--- src/rtl/hazard_stall_unit_pkg.sv ---
// Shared ISA constants, field slices and Tuse/Tnew encodings
// for the decode-stage hazard logic.
package hazard_stall_unit_pkg;

  localparam logic [5:0] OP_R    = 6'h00;
  localparam logic [5:0] OP_J    = 6'h02;
  localparam logic [5:0] OP_JAL  = 6'h03;
  localparam logic [5:0] OP_BEQ  = 6'h04;
  localparam logic [5:0] OP_ORI  = 6'h0d;
  localparam logic [5:0] OP_LUI  = 6'h0f;
  localparam logic [5:0] OP_LW   = 6'h23;
  localparam logic [5:0] OP_SW   = 6'h2b;

  localparam logic [5:0] FN_JR   = 6'h08;
  localparam logic [5:0] FN_ADDU = 6'h21;
  localparam logic [5:0] FN_SUBU = 6'h23;

  localparam logic [1:0] T0 = 2'd0;
  localparam logic [1:0] T1 = 2'd1;
  localparam logic [1:0] T2 = 2'd2;

  localparam logic [4:0] REG_RA = 5'd31;

  typedef struct packed {
    logic [4:0] a3;
    logic [1:0] tnew;
  } stage_t;

  function automatic logic [5:0] f_op(
    input logic [31:0] ir
  );
    return ir[31:26];
  endfunction

  function automatic logic [5:0] f_fn(
    input logic [31:0] ir
  );
    return ir[5:0];
  endfunction

  function automatic logic [4:0] f_rs(
    input logic [31:0] ir
  );
    return ir[25:21];
  endfunction

  function automatic logic [4:0] f_rt(
    input logic [31:0] ir
  );
    return ir[20:16];
  endfunction

  function automatic logic [4:0] f_rd(
    input logic [31:0] ir
  );
    return ir[15:11];
  endfunction

  function automatic logic [1:0] sat_dec(
    input logic [1:0] t
  );
    return (t == T0) ? T0 : t - 2'd1;
  endfunction

endpackage

--- src/rtl/hazard_stall_unit_instr_class_decode.sv ---
// Instruction class decode: operand Tuse and result A3/Tnew
// for the instruction held in a pipeline register.
module instr_class_decode
  import hazard_stall_unit_pkg::*;
(
  input  logic [31:0] i_ir,
  output logic [1:0]  o_tuse_rs,
  output logic [1:0]  o_tuse_rt,
  output logic        o_use_rs,
  output logic        o_use_rt,
  output logic [4:0]  o_a3,
  output logic [1:0]  o_tnew
);

  logic [5:0] w_op;
  logic [5:0] w_fn;
  logic       w_r;
  logic       w_alu_r;
  logic       w_jr;
  logic       w_unused_shamt;

  assign w_op    = f_op(i_ir);
  assign w_fn    = f_fn(i_ir);
  assign w_r     = (w_op == OP_R);
  assign w_alu_r = w_r & ((w_fn == FN_ADDU) | (w_fn == FN_SUBU));
  assign w_jr    = w_r & (w_fn == FN_JR);
  assign w_unused_shamt = ^i_ir[10:6];

  always_comb begin
    o_tuse_rs = T0;
    o_tuse_rt = T0;
    o_use_rs  = 1'b0;
    o_use_rt  = 1'b0;
    o_a3      = 5'd0;
    o_tnew    = T0;
    unique case (1'b1)
      w_alu_r: begin
        o_use_rs  = 1'b1;
        o_tuse_rs = T1;
        o_use_rt  = 1'b1;
        o_tuse_rt = T1;
        o_a3      = f_rd(i_ir);
        o_tnew    = T1;
      end
      w_jr: begin
        o_use_rs  = 1'b1;
        o_tuse_rs = T0;
      end
      (w_op == OP_ORI): begin
        o_use_rs  = 1'b1;
        o_tuse_rs = T1;
        o_a3      = f_rt(i_ir);
        o_tnew    = T1;
      end
      (w_op == OP_LW): begin
        o_use_rs  = 1'b1;
        o_tuse_rs = T1;
        o_a3      = f_rt(i_ir);
        o_tnew    = T2;
      end
      (w_op == OP_SW): begin
        o_use_rs  = 1'b1;
        o_tuse_rs = T1;
        o_use_rt  = 1'b1;
        o_tuse_rt = T2;
      end
      (w_op == OP_BEQ): begin
        o_use_rs  = 1'b1;
        o_tuse_rs = T0;
        o_use_rt  = 1'b1;
        o_tuse_rt = T0;
      end
      (w_op == OP_LUI): begin
        o_a3   = f_rt(i_ir);
        o_tnew = T1;
      end
      (w_op == OP_JAL): begin
        o_a3   = REG_RA;
        o_tnew = T0;
      end
      default: ;
    endcase
  end

endmodule

--- src/rtl/hazard_stall_unit.sv ---
// Decode-stage stall controller: shadows A3/Tnew of E/M/W and
// stalls D when forwarding cannot satisfy an operand in time.
module hazard_stall_unit
  import hazard_stall_unit_pkg::*;
#(
  parameter int STALL_CNT_W = 32
) (
  input  logic                   clk,
  input  logic                   reset_n,
  input  logic [31:0]            IR_D,
  input  logic                   freeze,
  output logic                   stall,
  output logic                   flush_E,
  output logic [4:0]             A3_E,
  output logic [4:0]             A3_M,
  output logic [4:0]             A3_W,
  output logic [1:0]             tnew_E,
  output logic [1:0]             tnew_M,
  output logic [STALL_CNT_W-1:0] stall_cnt
);

  logic [1:0] w_tuse_rs;
  logic [1:0] w_tuse_rt;
  logic       w_use_rs;
  logic       w_use_rt;
  logic [4:0] w_a3_d;
  logic [1:0] w_tnew_d;
  logic [4:0] w_rs;
  logic [4:0] w_rt;
  logic       w_stall_rs;
  logic       w_stall_rt;

  stage_t r_e;
  stage_t r_m;
  logic [4:0] r_a3_w;
  logic [STALL_CNT_W-1:0] r_cnt;

  instr_class_decode u_dec (
    .i_ir      (IR_D),
    .o_tuse_rs (w_tuse_rs),
    .o_tuse_rt (w_tuse_rt),
    .o_use_rs  (w_use_rs),
    .o_use_rt  (w_use_rt),
    .o_a3      (w_a3_d),
    .o_tnew    (w_tnew_d)
  );

  assign w_rs = f_rs(IR_D);
  assign w_rt = f_rt(IR_D);

  // $0 is never a real producer, so a zero source can't stall
  assign w_stall_rs = w_use_rs & (w_rs != 5'd0) &
    (((w_rs == r_e.a3) & (w_tuse_rs < r_e.tnew)) |
     ((w_rs == r_m.a3) & (w_tuse_rs < r_m.tnew)));

  assign w_stall_rt = w_use_rt & (w_rt != 5'd0) &
    (((w_rt == r_e.a3) & (w_tuse_rt < r_e.tnew)) |
     ((w_rt == r_m.a3) & (w_tuse_rt < r_m.tnew)));

  assign stall   = w_stall_rs | w_stall_rt;
  assign flush_E = stall & ~freeze;

  always_ff @(posedge clk or negedge reset_n) begin
    if (!reset_n) begin
      r_e    <= '0;
      r_m    <= '0;
      r_a3_w <= 5'd0;
      r_cnt  <= '0;
    end else if (!freeze) begin
      if (stall) begin
        r_e <= '0;
      end else begin
        r_e.a3   <= w_a3_d;
        r_e.tnew <= w_tnew_d;
      end
      r_m.a3   <= r_e.a3;
      r_m.tnew <= sat_dec(r_e.tnew);
      r_a3_w   <= r_m.a3;
      if (stall && (r_cnt != '1)) begin
        r_cnt <= r_cnt + 1'b1;
      end
    end
  end

  assign A3_E      = r_e.a3;
  assign A3_M      = r_m.a3;
  assign A3_W      = r_a3_w;
  assign tnew_E    = r_e.tnew;
  assign tnew_M    = r_m.tnew;
  assign stall_cnt = r_cnt;

endmodule

--- config.mk ---
export PLATFORM = sky130hd
export DESIGN_NAME = hazard_stall_unit
export DESIGN_NICKNAME = d
export VERILOG_FILES = /design/src/rtl/hazard_stall_unit_pkg.sv /design/src/rtl/hazard_stall_unit_instr_class_decode.sv /design/src/rtl/hazard_stall_unit.sv
export SDC_FILE = /design/constraint.sdc
export NUM_CORES = 1
export LEC_CHECK = 0
export ABC_AREA = 1
export CAP_MARGIN = 15
export CORE_MARGIN = 10
export CORE_UTILIZATION = 51
export CTS_CLUSTER_SIZE = 20
export DETAILED_ROUTE_END_ITERATION = 8
export GPL_TIMING_DRIVEN = 0
export PLACE_DENSITY = 0.92
export RECOVER_POWER = 25
export REMOVE_ABC_BUFFERS = 1
export SLEW_MARGIN = 20
export SYNTH_ARGS = -nofsm -noshare
export SYNTH_HDL_FRONTEND = slang
export SYNTH_HIERARCHICAL = 1
export SYNTH_SLANG_ARGS = --single-unit
--- constraint.sdc ---
create_clock -name clk -period 2.29 [get_ports clk]
set_clock_uncertainty 0.1 [all_clocks]
set_input_delay 0.3435 -clock clk [delete_from_list [all_inputs] [get_ports clk]]
set_output_delay 0.3435 -clock clk [all_outputs]
set_load 0.01 [all_outputs]
Yosys cells after proc, flatten, opt, wreduce, memory -nomap -nowiden
Index checks and enable logic that the tools add are counted.
- register bits: 51
- bits in latches: 0
- bits in writable memories: 0
- memory bits (read-only): 0
- input bits: 35
- output and inout port bits: 53
- memories: 0
- add/subtract/negate cells: 2
- multiply operators: 0
- divide/modulo/power cells: 0
- order comparisons: 4
- equal/unequal tests: 14
- shifts and indexed selects: 0
- multiplexer cells: 8
- bitwise operators: 16
- reduce and logical (&&, ||, !) cells: 11
- operator list (kind ; number):
    32-bit by 1-bit adder with 32-bit output (second input constant) ; 1
    32-bit != test (second input constant) ; 1
    6-bit == test (second input constant) ; 4
    5-bit == test ; 4
    6-bit by 4-bit == test with 1-bit output (second input constant) ; 3
    5-bit case mux with 3 select lines ; 1
    1-bit bitwise AND ; 11
    5-bit nonzero test ; 2
    3-bit OR reduction ; 3
    2-bit less-than comparator ; 4
    2-bit case mux with 2 select lines ; 2
    7-bit 2-to-1 mux ; 1
    6-bit by 2-bit == test with 1-bit output (second input constant) ; 1
    6-bit by 3-bit == test with 1-bit output (second input constant) ; 1
    6-bit zero test ; 1
    6-bit OR reduction ; 1
    1-bit OR ; 4
    4-bit OR reduction ; 1
    1-bit 2-to-1 mux ; 3
    2-bit zero test ; 1
    2-bit 2-to-1 mux ; 1
    2-bit AND reduction ; 1
    2-bit by 1-bit subtractor with 2-bit output (second input constant) ; 1
    1-bit logical AND ; 1
    1-bit inverter ; 1

Logic depth before layout (Yosys ltp)
Gate-level depths: netlist (run 1).
- depth after elaboration: 12
- gate-level depth with buffers: 17
- depth with buffers taken out: 16

Modules after synthesis
Netlist (run 1), hierarchy kept.
- by module, submodules not included (module ; times used ; cells an instance ; area each (sq um) ; sequential area each (sq um)):
    hazard_stall_unit ; 1 ; 504 ; 3419.5 ; 1276.2
    instr_class_decode ; 1 ; 67 ; 339.1 ; 0.0

Worst setup path after synthesis (run 1)
No wires, ideal clock.
- kind: input -> output
- start: input port IR_D[31]
- end: output port stall
- data arrival time: 1.549 ns
- setup slack: 0.297 ns
- stages on the path: 13
- path through: inv_1 -> nor2_1 -> nand4_1 -> inv_1 -> ha_1 -> o21ai_0 -> nand2_1 -> nor2_1 -> nand2_1 -> nand2_1 -> nand2_1 -> nand2_2 -> buf_2
- RTL lines (what ; line ; RTL):
    start, declared ; hazard_stall_unit.sv:10 ; input logic [31:0] IR_D,
    6-bit zero test ; hazard_stall_unit_instr_class_decode.sv:24 ; assign w_r = (w_op == OP_R);
    1-bit bitwise AND ; hazard_stall_unit_instr_class_decode.sv:25 ; assign w_alu_r = w_r & ((w_fn == FN_ADDU) | (w_fn == FN_SUBU));
    2-bit case mux with 2 select lines * ; hazard_stall_unit_instr_class_decode.sv:36 ; unique case (1'b1)
    named net w_tuse_rt[1] ; hazard_stall_unit.sv:23 ; logic [1:0] w_tuse_rt;
    2-bit less-than comparator (on tied branches) ; hazard_stall_unit.sv:57, hazard_stall_unit.sv:58 ;
    1-bit bitwise AND (on tied branches) ; hazard_stall_unit.sv:57, hazard_stall_unit.sv:58 ;
    1-bit OR * ; hazard_stall_unit.sv:57 ; (((w_rt == r_e.a3) & (w_tuse_rt < r_e.tnew)) |
    1-bit bitwise AND * ; hazard_stall_unit.sv:56 ; assign w_stall_rt = w_use_rt & (w_rt != 5'd0) &
    1-bit OR * ; hazard_stall_unit.sv:60 ; assign stall = w_stall_rs | w_stall_rt;
    end, declared ; hazard_stall_unit.sv:12 ; output logic stall,
The timed path passes the listed nets; every way through them passes the cells marked *.

Final worst setup path (run 1)
- start: input port IR_D[26]
- end: output port stall
- cells in the longest elaborated chain, start to end: 9
- RTL lines (what ; line ; RTL):
    6-bit zero test ; hazard_stall_unit_instr_class_decode.sv:24 ;
    1-bit bitwise AND ; hazard_stall_unit_instr_class_decode.sv:25 ;
    4-bit OR reduction (no source line) * ; - ;
    1-bit 2-to-1 mux * ; hazard_stall_unit_instr_class_decode.sv:36 ;
    named net w_tuse_rs[0] ; hazard_stall_unit.sv:22 ; logic [1:0] w_tuse_rs;
    2-bit less-than comparator (on tied branches) ; hazard_stall_unit.sv:53, hazard_stall_unit.sv:54 ;
    1-bit bitwise AND (on tied branches) ; hazard_stall_unit.sv:53, hazard_stall_unit.sv:54 ;
    1-bit OR * ; hazard_stall_unit.sv:53 ; (((w_rs == r_e.a3) & (w_tuse_rs < r_e.tnew)) |
    1-bit bitwise AND * ; hazard_stall_unit.sv:52 ; assign w_stall_rs = w_use_rs & (w_rs != 5'd0) &
    1-bit OR * ; hazard_stall_unit.sv:60 ;
Marks and branches as above.

==> summary.log, run 1 <==
INFO  global_routing antenna_found_initial=0
INFO  logic_synthesis synth_warnings=6
INFO  cts            cts_inserted_buffers=5
INFO  worst_hold_path hold_path_class=reg -> reg
INFO  drt            drc=0
INFO  global_routing first_global_vias=4055
INFO  setup_path     crit_arrival=1960ps
INFO  place          place.port_buffers=82
INFO  logic_synthesis syn-mean-instance-area=6.58µm²
INFO  setup_path     endpoint_kind=output pin
INFO  die            placementRows=31
INFO  logic_synthesis yosys.area_share.adder=1.66%
INFO  global_routing total_routing_usage_gr=20.1%
INFO  final_layout   layout_commonest_cell=nand2_1
INFO  sta            slew_viol_final=0
INFO  cts            clkSlewWorstSetupHoldPaths=100ps
INFO  setup_path     worst-r2r-setup-slack=100ps
INFO  logic_synthesis syn_area=0.00376mm²
INFO  cts            clock_tree.buffer_depth=2
INFO  logic_synthesis synth_simple_gate_area_share=45.6%
INFO  sta            timing.fmax=417MHz
INFO  status         result_of_the_run=finished, violations left
INFO  setup_path     origin_of_the_critical_flop_to_flop_path=tnew_E[1]
INFO  place          dp.final_hpwl=7.85mm
INFO  drt            dr.pass1.iters=7
INFO  sta            final_setup_slack_of_the_worst_path=-109ps
INFO  sta            slew-limit-headroom=13.1%
INFO  die            die_width=106µm
INFO  drt            route.vias.total=4405
INFO  logic_synthesis main_combinational_cell_family_by_area_after_synthesis=simple AND/OR/NAND/NOR gates
INFO  final_layout   finish.net_count=711
INFO  global_routing global_route.overflow_total=0
INFO  place          finalWeightedCongestion=0.916
INFO  drt            drt-initial-drc-count=424
INFO  logic_synthesis synth_top_cell_by_area=dfrtp_1
INFO  global_routing grt_start_max_net_pins=80
INFO  logic_synthesis xor_and_xnor_area_share_after_synthesis=1.86%
INFO  cts            htreeDepth=2
INFO  setup_path     critPathRequiredTime=1850ps
INFO  logic_synthesis multiplexer_fraction_of_the_synthesized_cell_area=0%
INFO  logic_synthesis synth_largest_type_area_fraction=34.0%
INFO  drt            routedWlPerCell=16.7µm
INFO  setup_path     worstSetupPathType=in -> out
INFO  power          design_power_total=0.00178W
INFO  place          detailed_place.area=0.00458mm²
INFO  setup_path     r2r_cells=14
INFO  sta            hold_violations_final=0
INFO  sta            setup_violating_endpoint_count_in_the_final_report=2
INFO  die            pin_count=88
INFO  sta            rsz0062_at_grt=yes
INFO  sta            final.min_clock_period=2400ps
INFO  die            initial_utilization=52.1%
INFO  die            die_area=0.0112mm²
INFO  final_layout   antennaDiodeCount=0
INFO  logic_synthesis synth_seq_area_share=34.0%
INFO  final_layout   area_growth_from_synthesis_to_final_layout=36.5%
INFO  global_routing grt_pass1_wl=19.2mm
INFO  logic_synthesis synth.ff_latch_count=51
INFO  final_layout   drive_gt1_share=17.0%
INFO  logic_synthesis synthDistinctLibCells=28
INFO  drt            routed_wl=12.9mm
INFO  power          power_leakage=2.43nW
INFO  die            design.core.area=0.00721mm²
INFO  die            vertical_die_dimension=106µm
INFO  logic_synthesis netlist_instances=571
INFO  drt            detail-route-antenna-nets=0
INFO  setup_path     crit_end=stall
INFO  setup_path     critical_path.max_fanout=3
INFO  power          power.density=346mW/mm²
INFO  setup_path     timing.rr.end=stall_cnt[4]
INFO  setup_path     startpoint=IR_D[26]
INFO  cts            cts_tree=yes
INFO  sta            finalCritPeriodShare=105%
INFO  run            maxCapViolCount=0
INFO  cts            cts.sinks=51
INFO  logic_synthesis synth-compound-area-share=4.09%
INFO  power          ir_drop=0.000320V
INFO  final_layout   finalInstanceArea=0.00513mm²
INFO  setup_path     worst_setup_start_kind=primary input
INFO  cts            clock-root-buffer=clkbuf_8
INFO  sta            worst_pin_slew=1300ps
INFO  logic_synthesis synth_area_leaders=dfrtp_1 (34%), nand2_1 (17%), inv_1 (8.9%)
INFO  final_layout   most-common-layout-cells=nand2_1 (165), inv_1 (81), clkdlybuf4s50_1 (68)
INFO  cts            worst_skew_pair.late_latency=320ps
INFO  drt            detail_route.vias_per_cell=5.71
INFO  status         failed_checks=negative setup slack
-- routing by layer --
layer / part of all wire [%] / vias to the layer above / track usage (%)
li1: - / 2015 / -
met5: 0 / - / 0
met2: 50 / 264 / 34.6
met3: 9.5 / 54 / 5.24
met1: 37 / 2072 / 23.7
met4: 3.8 / 0 / 6.87
-- cell type report --
type	instances	area (µm²)
multi-input combinational	408	2190
inverter	94	360
timing repair buffer	111	1080
clock buffer	5	68.8
sequential	51	1280
tap	99	124
clock inverter	3	23.8
fill	570	2080
-- worst max-delay path: stages --
cell and delay (ps):
buf_12 110, buf_12 120, inv_1 50, nor2_1 40
nand3b_1 100, nand2_2 90, nor2_4 140, inv_2 60
o21ai_2 170, nand2_1 90, nor2_1 100, nand2_1 70
nand2_2 80, nand2_4 70, buf_12 130, nand2_8 80
buf_6 100
-- worst min-delay path by stage --
stage / slack [ps] / end / startpoint / cells after the start
finish: 400 / A3_W[3] / A3_W[3] / 2
floorplan: -50 / A3_E[0] / reset_n / 0
global placement: 370 / A3_W[3] / A3_W[3] / 2
CTS: 400 / A3_W[2] / A3_W[2] / 2
detailed placement: 320 / A3_W[4] / reset_n / 1
global route: 450 / A3_W[2] / A3_W[2] / 2
-- kinds of logic (layout without fill, tap and decap cells) --
| kind of cell | count (synthesis) | count (layout) |
|---|---|---|
| other cells | 1 | 1 |
| fa+ha+maj | 5 | 5 |
| xor+xnor | 8 | 8 |
| buf+inv | 114 | 213 |
| simple gates | 364 | 366 |
| flops | 51 | 51 |
| compound gates | 28 | 28 |
-- report_power, final --
part,leakage (nW),total (W),internal [W],switching (W)
sequential,0.710,0.000926,0.000912,0.0000135
clock,0.0408,0.000561,0.000219,0.000342
combinational,1.68,0.000290,0.000129,0.000161
total,2.43,0.00178,0.00126,0.000516
-- flip-flops by register name, indices dropped and copies added, names as in the netlist --
| register | count |
|---|---|
| stall_cnt | 32 |
| A3_E | 5 |
| A3_M | 5 |
| A3_W | 5 |
| tnew_E | 2 |
| tnew_M | 2 |
-- synth_stat cells --
library cell  number
inv_2              5
xor2_1             5
nand3_2            5
o21bai_1           2
ha_1               5
nor3_1            10
o21ai_0           17
buf_6              5
dfrtp_1           51
a21oi_1            2
nand4_1           40
inv_1             89
nor2_4             6
nand3_1           60
buf_2              6
nand2_1          171
nor2_2             5
buf_1              3
o22ai_1            7
nor3_4             1
nor2_1            52
nand3_4            2
clkbuf_1           5
nand3b_1           2
buf_4              1
conb_1             1
xnor2_1            3
nand2_2           10
-- repair_timing --
action / in CTS / in global routing
pin swaps: 22 / 25
hold buffers: 1 / 0
gates resized for setup: 59 / 49
cloned: 2 / 0
setup buffers: 19 / 9
endpoints found under the setup margin: 43 / 41
hold endpoints to repair: 51 / 0
-- metrics by stage --
stage | setup TNS, ps | worst slack [ps] | std cells | hold slack, ps | util (%)
CTS | 0 | 4.23 | 762 | 400 | 67.3
global placement | -79190 | -1690 | 732 | 367 | 63.5
floorplan | -3550 | -185 | 551 | -52.1 | -
detailed placement | -47210 | -1740 | 732 | 320 | 63.4
finish | -217 | -109 | 771 | 397 | 71.1
global route | -1050 | -199 | 771 | 454 | 71.1
Note: power is estimated with default switching activity, not from simulation.
==> inputs of run 2 (changes only) <==
- ABC_AREA: 1 -> default
- CORE_UTILIZATION: 51 -> 48
==> run 2 against run 1 <==
Against the previous run: the flow still finishes with violations (negative setup slack); first-iteration DRC count down 70%; via count down 32%; non-clock buffer count up 1; combinational power down 14%; sequential cell count unchanged; maximum frequency down 14%; clock-buffer cell count up 2; sequential power about the same; clock power up 3%; synthesized cell count down 50%; utilization up 7.3 points.
==> summary.log, run 2 <==
INFO  power          power_leakage=2.15nW [-11%]
INFO  logic_synthesis yosys_most_used_dff=dfrtp_1
INFO  final_layout   layout_commonest_cell=clkdlybuf4s50_1
INFO  drt            detail_route.vias_per_cell=6.26 [+9.6%]
INFO  logic_synthesis synthDistinctLibCells=56 [+100%]
INFO  logic_synthesis synth_async_sr_flop_share=100% [unchanged]
INFO  power          design_power_total=0.00176W [-1.2%]
INFO  setup_path     origin_of_the_critical_flop_to_flop_path=tnew_M[1]
INFO  cts            htreeDepth=2 [unchanged]
INFO  setup_path     endpoint_kind=output pin
INFO  setup_path     r2r_cells=11 [-3]
INFO  logic_synthesis syn-mean-instance-area=10.6µm² [+61%]
INFO  drt            route.vias.total=2975 [-32%]
INFO  logic_synthesis synth_warnings=6 [unchanged]
INFO  place          detailed_place.area=0.00392mm² [-14%]
INFO  final_layout   finish.net_count=439 [-38%]
INFO  sta            finalCritPeriodShare=122% [+17 points]
INFO  final_layout   largest_register_ff_count=32 [unchanged]
INFO  cts            cts.sinks=51 [unchanged]
INFO  logic_synthesis netlist_instances=287 [-50%]
INFO  status         failed_checks=negative setup slack
INFO  run            maxCapViolCount=0 [unchanged]
INFO  cts            clock_tree.buffer_depth=2 [unchanged]
INFO  die            die_width=99.7µm [-5.8%]
INFO  worst_hold_path min-delay-start=IR_D[29]
INFO  drt            dr.pass1.iters=5 [-2]
INFO  sta            timing.fmax=359MHz [-14%]
INFO  global_routing grt_start_max_net_pins=34 [-57%]
INFO  die            placementRows=28 [-9.7%]
INFO  setup_path     slowest_delay=360ps [+190 ps]
INFO  final_layout   most-common-layout-cells=clkdlybuf4s50_1 (67), dfrtp_1 (50), xor2_1 (33)
INFO  final_layout   area_growth_from_synthesis_to_final_layout=55.7%
INFO  logic_synthesis synth_seq_area_share=41.8% [+7.9 points]
INFO  global_routing grt_pass1_wl=16.8mm [-13%]
INFO  setup_path     critical_path.max_fanout=3 [unchanged]
INFO  sta            slew_viol_final=0 [unchanged]
INFO  die            initial_utilization=50.3% [-1.8 points]
INFO  cts            clkSlewWorstSetupHoldPaths=90ps [about the same]
INFO  final_layout   antennaDiodeCount=0 [unchanged]
INFO  cts            clock-root-buffer=clkbuf_8
INFO  place          place.port_buffers=82 [unchanged]
INFO  die            vertical_die_dimension=99.7µm [-5.8%]
INFO  logic_synthesis synth_largest_type_area_fraction=41.8% [+7.9 points]
INFO  cts            cts_tree=yes
INFO  sta            rsz0062_at_grt=yes
INFO  sta            hold_violations_final=0 [unchanged]
INFO  logic_synthesis synth_top_cell_by_area=dfrtp_1
INFO  cts            worst_skew_pair.late_latency=310ps [about the same]
INFO  logic_synthesis most_repeated_cell_in_the_gate_level_netlist_after_synthesis=dfrtp_1
INFO  setup_path     crit_path_top_delay_cell=a2111oi_4
INFO  global_routing total_routing_usage_gr=20.8% [+0.69 points]
INFO  global_routing first_global_vias=3083 [-24%]
INFO  drt            drt-initial-drc-count=126 [-70%]
INFO  drt            drc=0 [unchanged]
INFO  logic_synthesis synth.ff_latch_count=51 [unchanged]
INFO  sta            slew-limit-headroom=34.9% [+22 points]
INFO  sta            setup_violating_endpoint_count_in_the_final_report=41 [+39]
INFO  die            die_area=0.00994mm² [-11%]
INFO  final_layout   finalInstanceArea=0.00475mm² [-7.4%]
INFO  drt            detail-route-antenna-nets=0 [unchanged]
INFO  power          ir_drop=0.000348V [+8.6%]
INFO  drt            routedWlPerCell=23.9µm [+43%]
INFO  final_layout   drive_gt1_share=32.8% [+16 points]
INFO  logic_synthesis synth_common_cells=dfrtp_1 (51), xor2_1 (34), nand2_1 (29)
INFO  final_layout   layout.filler_cells=334 [-41%]
INFO  sta            worst_pin_slew=976ps [-327 ps]
INFO  global_routing global_route.overflow_total=0 [unchanged]
INFO  logic_synthesis synth_edf_count=0 [unchanged]
INFO  global_routing antenna_found_initial=0 [unchanged]
INFO  setup_path     worst-r2r-setup-slack=-410ps [-510 ps]
INFO  status         result_of_the_run=finished, violations left
INFO  die            pin_count=88 [unchanged]
INFO  setup_path     crit_arrival=2340ps [+380 ps]
INFO  setup_path     worstSetupPathType=in -> out
INFO  worst_hold_path timing.hold.worst_endpoint=tnew_E[1]
INFO  place          dp.final_hpwl=6.28mm [-20%]
INFO  setup_path     worst_setup_start_kind=primary input
INFO  setup_path     timing.rr.end=stall_cnt[13]
INFO  setup_path     critPathRequiredTime=1850ps [about the same]
INFO  place          finalWeightedCongestion=0.842 [-8.1%]
INFO  logic_synthesis syn_area=0.00305mm² [-19%]
INFO  drt            routed_wl=11.3mm [-12%]
INFO  worst_hold_path worstHoldPathCells=4 [+2]
INFO  setup_path     timing.critical_path.cells=buf_8 > buf_4 > nor4bb_1 > o21ai_2 > nand2b_4 > nand2b_4 > a2111oi_4 > nand4_1 > a21oi_4 > buf_6 > nor2_4 > inv_4 > buf_6
INFO  worst_hold_path hold_path_class=in -> reg
INFO  die            design.core.area=0.00606mm² [-16%]
INFO  cts            cts_inserted_buffers=5 [unchanged]
INFO  sta            final_setup_slack_of_the_worst_path=-498ps [-389 ps]
INFO  sta            final.min_clock_period=2790ps [+389 ps]
INFO  logic_synthesis synth_area_leaders=dfrtp_1 (42%), xor2_1 (9.8%), xnor2_1 (4.9%)
INFO  power          power.density=369mW/mm² [+6.7%]
-- run 2: cell count changes after synthesis, sizes merged, moves of 9 or more --
| cell | before | now |
|---|---|---|
| buf | 15 | 6 |
| nand3 | 67 | 8 |
| xnor2 | 3 | 17 |
| nor2 | 63 | 14 |
| nand4 | 40 | 14 |
| inv | 94 | 4 |
| mux2 | 0 | 11 |
| nand2 | 181 | 29 |
| xor2 | 5 | 34 |
-- run 2: cell type report --
cell class	instances	area, µm²	share of cell area, %
clock inverters	1	7.51	0.158
well taps	75	93.8	1.98
flip-flops and latches	51	1280	26.9
multi-input cells	224	2170	45.6
clock buffers	7	96.3	2.03
inverters	5	21.3	0.448
repair buffers	112	1090	22.9
-- run 2: through the flow --
stage	util, %	std cells	worst slack [ps]	hold WS, ps	setup TNS (ps)
5_1_grt	78.4	475	-546	348	-14690
4_1_cts	75.1	467	-360	286	-6330
3_3_place_gp	64.5	436	-1600	377	-74780
2_1_floorplan	-	279	-267	-52.1	-5210
6_report	78.4	475	-498	327	-12270
3_5_place_dp	64.7	437	-1630	207	-44300
-- run 2: worst max path at each step --
| stage | start | endpoint | slack [ps] | cells past startpoint |
|---|---|---|---|---|
| 3_5_place_dp | IR_D[28] | stall | -1630 | 11 |
| 5_1_grt | IR_D[28] | stall | -550 | 13 |
| 6_report | IR_D[28] | stall | -500 | 13 |
| 3_3_place_gp | IR_D[28] | stall | -1600 | 11 |
| 2_1_floorplan | IR_D[0] | stall_cnt[9] | -270 | 10 |
| 4_1_cts | IR_D[28] | stall | -360 | 11 |
-- run 2: critical path: cells and delay by family --
family          cells  cell delay [ps]
simple gates        5              660
buf+inv             5              520
compound gates      3              830
-- run 2: cells by family after synthesis --
logic type               Yosys count  synth area share, %
AND/OR/NAND/NOR                  124                 26.3
XOR/XNOR                          51                 14.6
flip-flops                        51                 41.8
AO/OA/AOI/OAI                     31                 8.41
buffers and inverters             13                 2.50
multiplexers                      11                 4.18
adder cells (fa/ha/maj)            5                 2.05
other                              1                0.123
-- run 2: repair_timing --
action / in CTS / in global routing
setup buffers: 20 / 9
endpoints found under the hold margin: 18 / 0
gates cloned: 1 / 0
gates resized for setup: 121 / 41
pin swaps: 35 / 21
endpoints found under the setup margin: 41 / 41
hold buffers: 1 / 0
-- run 2: layer usage --
layer / track usage (%) / share of wire [%]
met1: 23.3 / 36
met2: 34.4 / 50
met3: 5.54 / 7.5
met4: 12.8 / 6.7
met5: 0 / 0
-- run 2: power breakdown --
part | leakage, nW | total [W] | internal (W) | switching (W)
clock network | 0.0505 | 0.000579 | 0.000275 | 0.000303
registers | 0.709 | 0.000929 | 0.000911 | 0.0000172
logic | 1.39 | 0.000248 | 0.000119 | 0.000129
